==> src/rtl/flog_ctrl.sv <==
// Sequencing controller around a bfloat16 natural-log core: screens special operands,
// drives the core for the rest, and holds the result until downstream takes it.
// Optional WAIT watchdog enabled by defining FLOG_TIMEOUT_EN.
module flog_ctrl #(
    parameter int EXP_WIDTH      = 8,
    parameter int FRACT_WIDTH    = 7,
    parameter int TIMEOUT_CYCLES = 64
) (
    input  logic                           clk_i,
    input  logic                           rst_i,
    input  logic                           valid_i,
    output logic                           ready_o,
    input  logic [EXP_WIDTH+FRACT_WIDTH:0] op_i,
    output logic                           core_start_o,
    output logic [15:0]                    core_op_o,
    input  logic                           core_done_i,
    input  logic [15:0]                    core_res_i,
    output logic                           valid_o,
    input  logic                           ready_i,
    output logic [15:0]                    res_o,
    output logic                           invalid_o,
    output logic                           divzero_o,
    output logic                           timeout_o
);

    localparam int OPW = 1 + EXP_WIDTH + FRACT_WIDTH;

    typedef enum logic [2:0] {IDLE, CHECK, START, WAIT, DONE} state_t;

    state_t              r_state;
    logic [OPW-1:0]      r_op;
    logic                r_ready;
    logic                r_valid;
    logic                r_start;
    logic [15:0]         r_coreOp;
    logic [15:0]         r_res;
    logic                r_inv;
    logic                r_dz;

    logic                   w_sign;
    logic [EXP_WIDTH-1:0]   w_exp;
    logic [FRACT_WIDTH-1:0] w_fract;
    logic                   w_expOnes;
    logic                   w_expZero;
    logic                   w_fractNz;
    logic                   w_isOne;

    assign w_sign    = r_op[OPW-1];
    assign w_exp     = r_op[EXP_WIDTH+FRACT_WIDTH-1:FRACT_WIDTH];
    assign w_fract   = r_op[FRACT_WIDTH-1:0];
    assign w_expOnes = &w_exp;
    assign w_expZero = ~|w_exp;
    assign w_fractNz = |w_fract;
    assign w_isOne   = (16'(r_op) == 16'h3F80);

`ifdef FLOG_TIMEOUT_EN
    localparam int CW = $clog2(TIMEOUT_CYCLES + 1);
    logic [CW-1:0] r_cnt;
    logic          r_to;
    assign timeout_o = r_to;
`else
    localparam int unusedTimeoutCycles = TIMEOUT_CYCLES;
    assign timeout_o = 1'b0;
`endif

    always_ff @(posedge clk_i) begin
        if (rst_i) begin
            r_state  <= IDLE;
            r_op     <= '0;
            r_ready  <= 1'b0;
            r_valid  <= 1'b0;
            r_start  <= 1'b0;
            r_coreOp <= 16'h0000;
            r_res    <= 16'h0000;
            r_inv    <= 1'b0;
            r_dz     <= 1'b0;
`ifdef FLOG_TIMEOUT_EN
            r_cnt    <= '0;
            r_to     <= 1'b0;
`endif
        end else begin
            case (r_state)
                IDLE: begin
                    if (valid_i && r_ready) begin
                        r_op    <= op_i;
                        r_ready <= 1'b0;
                        r_inv   <= 1'b0;
                        r_dz    <= 1'b0;
`ifdef FLOG_TIMEOUT_EN
                        r_to    <= 1'b0;
`endif
                        r_state <= CHECK;
                    end else begin
                        r_ready <= 1'b1;
                    end
                end
                CHECK: begin
                    r_coreOp <= 16'(r_op);
                    // Priority matters: NaN before zero/inf, sign test only for non-NaN.
                    if (w_expOnes && w_fractNz) begin
                        r_res   <= 16'h7FC0;
                        r_inv   <= ~w_fract[FRACT_WIDTH-1];
                        r_valid <= 1'b1;
                        r_state <= DONE;
                    end else if (w_expZero) begin
                        r_res   <= 16'hFF80;
                        r_dz    <= 1'b1;
                        r_valid <= 1'b1;
                        r_state <= DONE;
                    end else if (w_expOnes && !w_sign) begin
                        r_res   <= 16'h7F80;
                        r_valid <= 1'b1;
                        r_state <= DONE;
                    end else if (w_sign) begin
                        r_res   <= 16'h7FC0;
                        r_inv   <= 1'b1;
                        r_valid <= 1'b1;
                        r_state <= DONE;
                    end else if (w_isOne) begin
                        r_res   <= 16'h0000;
                        r_valid <= 1'b1;
                        r_state <= DONE;
                    end else begin
                        r_start <= 1'b1;
                        r_state <= START;
                    end
                end
                START: begin
                    r_start <= 1'b0;
`ifdef FLOG_TIMEOUT_EN
                    r_cnt   <= '0;
`endif
                    r_state <= WAIT;
                end
                WAIT: begin
                    // A done pulse on the expiry cycle still delivers the core result.
                    if (core_done_i) begin
                        r_res   <= core_res_i;
                        r_inv   <= 1'b0;
                        r_dz    <= 1'b0;
                        r_valid <= 1'b1;
                        r_state <= DONE;
                    end
`ifdef FLOG_TIMEOUT_EN
                    else if (r_cnt == CW'(TIMEOUT_CYCLES - 1)) begin
                        r_res   <= 16'h7FC0;
                        r_inv   <= 1'b1;
                        r_to    <= 1'b1;
                        r_valid <= 1'b1;
                        r_state <= DONE;
                    end else begin
                        r_cnt <= r_cnt + 1'b1;
                    end
`endif
                end
                DONE: begin
                    if (ready_i) begin
                        r_valid <= 1'b0;
                        r_ready <= 1'b1;
                        r_state <= IDLE;
                    end
                end
                default: r_state <= IDLE;
            endcase
        end
    end

    assign ready_o      = r_ready;
    assign valid_o      = r_valid;
    assign core_start_o = r_start;
    assign core_op_o    = r_coreOp;
    assign res_o        = r_res;
    assign invalid_o    = r_inv;
    assign divzero_o    = r_dz;

endmodule

==> config.mk <==
export PLATFORM = sky130hd
export DESIGN_NAME = flog_ctrl
export DESIGN_NICKNAME = d
export VERILOG_FILES = /design/src/rtl/flog_ctrl.sv
export SDC_FILE = /design/constraint.sdc
export NUM_CORES = 1
export LEC_CHECK = 0
export ABC_AREA = 1
export BUFFER_PORTS_ARGS = -buffer_cell sky130_fd_sc_hd__buf_2
export CAP_MARGIN = 0
export CORE_UTILIZATION = 45
export CTS_CLUSTER_DIAMETER = 30
export DETAILED_ROUTE_END_ITERATION = 16
export PLACE_DENSITY = 0.76
export REMOVE_ABC_BUFFERS = 1
export SLEW_MARGIN = 15
export SYNTH_ARGS = -nofsm -noshare
export SYNTH_HDL_FRONTEND = slang
export SYNTH_SLANG_ARGS = --single-unit
==> constraint.sdc <==
create_clock -name clk_i -period 1.2 [get_ports clk_i]
set_input_delay 0.12 -clock clk_i [delete_from_list [all_inputs] [get_ports clk_i]]
set_output_delay 0.12 -clock clk_i [all_outputs]
set_load 0.02 [all_outputs]
; ---- Yosys cells after proc, flatten, opt, wreduce, memory -nomap -nowiden
; Index checks and enable logic that the tools add are counted.
[word_totals]
ram_bits = 0
elab_cells = 92
memories = 0
latch_bits = 0
out_inout_bits = 38
regBits = 56
romBits = 0
input_bits = 37
[op_classes]
addsub = 0
eq_ne = 18
n_div = 0
n_bitwise = 1
n_lt_le_gt_ge = 0
shift = 0
mul = 0
mux = 43
reduce_logical = 21
[ops]
columns = operator, n
row1 = $mux W16, 6
row2 = $pmux W16 S2, 1
row3 = $mux W3, 8
row4 = $mux W1, 22
row5 = $ne A2 B2 Y1 const B, 9
row6 = $eq A16 B14 Y1 const B, 1
row7 = $pmux W3 S5, 1
row8 = $reduce_and A6 Y1, 2
row9 = $ne A3 B3 Y1 const B, 3
row10 = $pmux W1 S3, 3
row11 = $reduce_and A8 Y1, 1
row12 = $reduce_or A8 Y1, 1
row13 = $reduce_or A7 Y1, 1
row14 = $eq A3 B2 Y1 const B, 2
row15 = $ne A6 B6 Y1 const B, 1
row16 = $reduce_and A3 Y1, 2
row17 = $reduce_bool A2 Y1, 3
row18 = $reduce_bool A3 Y1, 2
row19 = $reduce_and A5 Y1, 1
row20 = $pmux W1 S2, 2
row21 = $reduce_and A2 Y1, 2
row22 = $reduce_and A4 Y1, 1
row23 = $eq A3 B1 Y1 const B, 1
row24 = $eq A3 B3 Y1 const B, 1
row25 = other kinds (4), 6

; ---- Depth between registers and ports, before layout
[depth]
depth_word = 7
mapped_depth = 10
mapped_depth_nobuf = 10

; ---- Worst setup path before layout
; No wires, ideal clock.
[synth_path]
path_type = reg2reg
from = reg r_state[1]
to = reg r_res[0] (netlist: res_o[0])
path_buffers = 2
synth_period_minus_slack_ps = 1310
slack_ps = -110
stages_incl_launch_ff = 8
t_required_ps = 1085
arrival_ps = 1195
setup_time_ps = 115
path_cell_list = dfxtp_1 -> nand3_1 -> nor2_1 -> nor2_1 -> buf_2 -> buf_6 -> a21oi_1 -> nor2_1
[synth_between]
elab_chain_len = 3
elab_cells_between_ends = 7
classes_between = 4 x eq/ne / 1 x mux / 2 x reduce/logical
[synth_rtl]
columns = item, line_no
row1 = start: declaration, 30  ; state_t r_state;
row2 = start signal: assignment, 68  ; r_state <= IDLE;
row3 = start signal: assignment, 92  ; r_state <= CHECK;
row4 = start signal: assignment, 104  ; r_state <= DONE;
row5 = $eq A3 B1 Y1 / $eq A3 B2 Y1 (equally long branches), 82  ; case (r_state)
row6 = $ne A6 B6 Y1 (no source line) (tied with other cells), --
row7 = $reduce_and A3 Y1 (no source line), --
row8 = end signal: assignment, 138  ; r_res <= core_res_i;
row9 = end: declaration, 36  ; logic [15:0] r_res;
; Parallel ways exist; a longest one is shown, timed or not.
; A chain may end at the register's enable or synchronous reset.

; ---- Worst setup path after layout
[layout_path]
from = reg r_op[7]
to = reg r_res[0] (netlist: res_o[0])
[layout_between]
elab_chain_len = 6
elab_cells_between_ends = 11
classes_between = 2 x eq/ne / 4 x mux / 5 x reduce/logical
[layout_rtl]
columns = item, line_no
row1 = start: declaration, 31  ; logic [OPW-1:0] r_op;
row2 = start signal: assignment, 85  ; r_op <= op_i;
row3 = $reduce_and A8 Y1, 51  ; assign w_expOnes = &w_exp;
row4 = $logic_and A1 B1 Y1, 110  ; end else if (w_expOnes && !w_sign) begin
row5 = $mux W16, 110
row6 = $mux W16, 105  ; end else if (w_expZero) begin
row7 = $mux W16, 100  ; if (w_expOnes && w_fractNz) begin
row8 = $pmux W16 S2, 82
; Parallel ways exist; a longest one is shown, timed or not.

==> flow_metrics.tcl <==
set metrics [dict create \
    status "finished, violations left" \
    violations "negative setup slack" \
    synth_cell_types 20 \
    place_congestion 0.8515 \
    yosys.area.top_type_share_pct 46.16 \
    via_count 2601 \
    core_region_area_sq_um 5140 \
    io_buffers 73 \
    cts_sinks 56 \
    drive_gt1_share_pct 46.58 \
    ant_nets 0 \
    dieHeight_um 75.47 \
    grt_max_degree 29 \
    cts_buffers 5 \
    fmax_ghz 0.7123 \
    hp-class "in2reg" \
    place.detailed.hpwl_mm 3.855 \
    cpMostUsedCell "nand2_1" \
    ir_worst_vdd_uv 1278 \
    n_antenna_cell 0 \
    rsz0062_at_grt "yes" \
    path_cells "inv_2 -> nor2_2 -> nand2_1 -> nor2_1 -> nand2_1 -> nand4_4 -> clkbuf_16 -> nand3_1 -> nand2_1 -> nor2_1" \
    synth_warnings 0 \
    grt_util_all_layers_pct 21.00 \
    routedWlPerCell_um 12.79 \
    setup_tns_ns -5.116 \
    wl_mm 6.690 \
    grt_remaining_overflow 0 \
    vias_per_cell 4.973 \
    cp.arrival_ns 1.61 \
    clkLatencyLatePin_ns 0.30 \
    first_pass_iters 4 \
    placed_cells 501 \
    yosysTopAreaCell "dfxtp_1" \
    fin_util_pct 71.71 \
    cts_hold_buf 0 \
    final-hold-violation-count 0 \
    cp.required_ns 1.41 \
    die_area_sq_um 5695 \
    route.detailed.drc 0 \
    worstSetupPathType "reg2reg" \
    syn_area_per_cell_sq_um 6.919 \
    startpoint_type "flip-flop" \
    finalCritPeriodShare_pct 117.0 \
    cts-root-buf "clkbuf_8" \
    ys_ff_latch 56 \
    p_leak_nw 1.747 \
    max_cap_violations 0 \
    finalNetCount 490 \
    setup_viol 48 \
    synth.top_cells.by_area "dfxtp_1 (46%), a21oi_1 (12%), nand2_1 (8.7%), nor2_1 (7.7%), o21ai_0 (7.4%)" \
    p_per_area_nw_per_um2 2611 \
    antenna_found_initial 0 \
    grt_pass1_vias 2131 \
    min_period_ns 1.404 \
    drv_slew 0 \
    reg2reg_slack_ns -0.20 \
    synth_seq_area_share_pct 46.16 \
    hold_slack_ns 0.05674 \
    postSynthCellCount 351 \
    syn-cell-area_sq_um 2429 \
    clock-skew-final_ns 0.004663 \
    cpPeakStageDelay_ns 0.40 \
    path_clk_slew_ns 0.10 \
    cp_max_fo 13 \
    initial_core_util_pct 47.25 \
    layout_setup_ws_ns -0.2038 \
    die_w_um 75.47 \
    cts.path.max_buffers 2 \
    cp_slowest_cell "dfxtp_2" \
    tritoncts "yes" \
    end_kind "flip-flop" \
    areaGrowthSynthToFinish_pct 51.78 \
    detail_route.iter0.violations 97 \
    grt_pass1_wl_mm 9.294 \
    io_pins 75 \
    num_rows 26 \
    htreeDepth 2 \
    fin_cells 523 \
]
-- area by class of cell --
| type | count | area, sq um |
|---|---|---|
| tap | 70 | 87.58 |
| multi-input combinational | 231 | 1355 |
| clock inverter | 2 | 12.51 |
| timing repair buffer | 115 | 843.3 |
| fill | 395 | 1454 |
| inverter | 44 | 167.7 |
| sequential | 56 | 1151 |
| clock buffer | 5 | 68.82 |
-- state kept, by name, indices dropped and copies added, names as in the netlist --
name and flops:
invalid_o 1, divzero_o 1, valid_o 1, res_o 16, r_op 16, ready_o 1, core_op_o 16, r_state 3
core_start_o 1
-- worst max-delay path: cells and delay by family, from the launching register on --
kind	cells	cell delay, ns
and+or+nand+nor	8	0.66
DFF	1	0.40
buffers and inverters	2	0.25
-- kinds of logic after synthesis --
logic type	share of synthesized area, %
AND/OR/NAND/NOR	22.67
AO/OA/AOI/OAI	20.25
buffers and inverters	10.77
flip-flops	46.16
other	0.1544
-- cells in the mapped netlist --
master    count
buf_2         8
nand3b_1      1
inv_1        43
o21ai_0      36
nand4_2       1
a31o_2        1
nand4_1       1
nor2_1       50
inv_2         1
nand3_1      20
buf_4         1
buf_6         1
a21oi_1      59
nor3_1        3
nor2_4        1
nand2_1      56
dfxtp_1      56
clkbuf_1     10
conb_1        1
a211oi_1      1
-- stage by stage --
stage / instance area, sq um / power (W) / setup slack [ns]
after floorplan: 2332 / 0.005407 / -1.208
after global placement: 3028 / 0.006889 / -0.1605
after detailed placement: 3028 / 0.006993 / -0.1759
after CTS: 3383 / 0.008742 / -0.1104
after global routing: 3686 / 0.01030 / -0.2716
final: 3686 / 0.009624 / -0.2038
-- metal layers --
layer	routed length [um]	share of wire, %	track usage (%)	up-vias
met3	386	5.8	4.233	4
met4	23	0.34	3.704	0
met5	0	0	0	-
li1	-	-	-	1324
met1	3039	45	27.92	1179
met2	3240	48	35.81	94
-- power breakdown --
part	switching, W	internal (W)	leakage, nW	total [W]
clock network	0.000600	0.000397	0.0400	0.000998
logic	0.00309	0.00254	1.24	0.00562
registers	0.000464	0.00254	0.465	0.00300
total	0.00415	0.00547	1.75	0.00962
-- worst paths after layout --
kind / startpoint / to / depth (start not counted)
setup / recovery: r_op[7]$_SDFFE_PP0P_ / res_o[0]$_SDFFE_PP0P_ / 10
hold / removal: rst_i / r_state[0]$_SDFFE_PP0P_ / 2
setup reg to reg: r_op[7]$_SDFFE_PP0P_ / res_o[0]$_SDFFE_PP0P_ / 10
hold reg to reg: res_o[5]$_SDFFE_PP0P_ / res_o[5]$_SDFFE_PP0P_ / 2
-- layout by cell type (no fill, tap or decap), types with 6 or more instances in the layout --
cell / count
a21oi_1: 40
a21oi_2: 19
buf_12: 6
buf_2: 73
buf_4: 26
buf_6: 6
dfxtp_1: 44
dfxtp_2: 6
dfxtp_4: 6
inv_1: 36
inv_2: 7
nand2_1: 46
nand2_2: 7
nand3_1: 15
nor2_1: 35
nor2_2: 6
nor2_4: 10
o21ai_0: 17
o21ai_2: 15
-- timing repair --
item | in CTS | in global routing
cloned | 2 | 1
gates resized for setup | 53 | 83
endpoints found under the setup margin | 40 | 55
pin swaps | 2 | 30
setup buffers | 6 | 7
No activity file was read; power rests on OpenSTA's default activity.
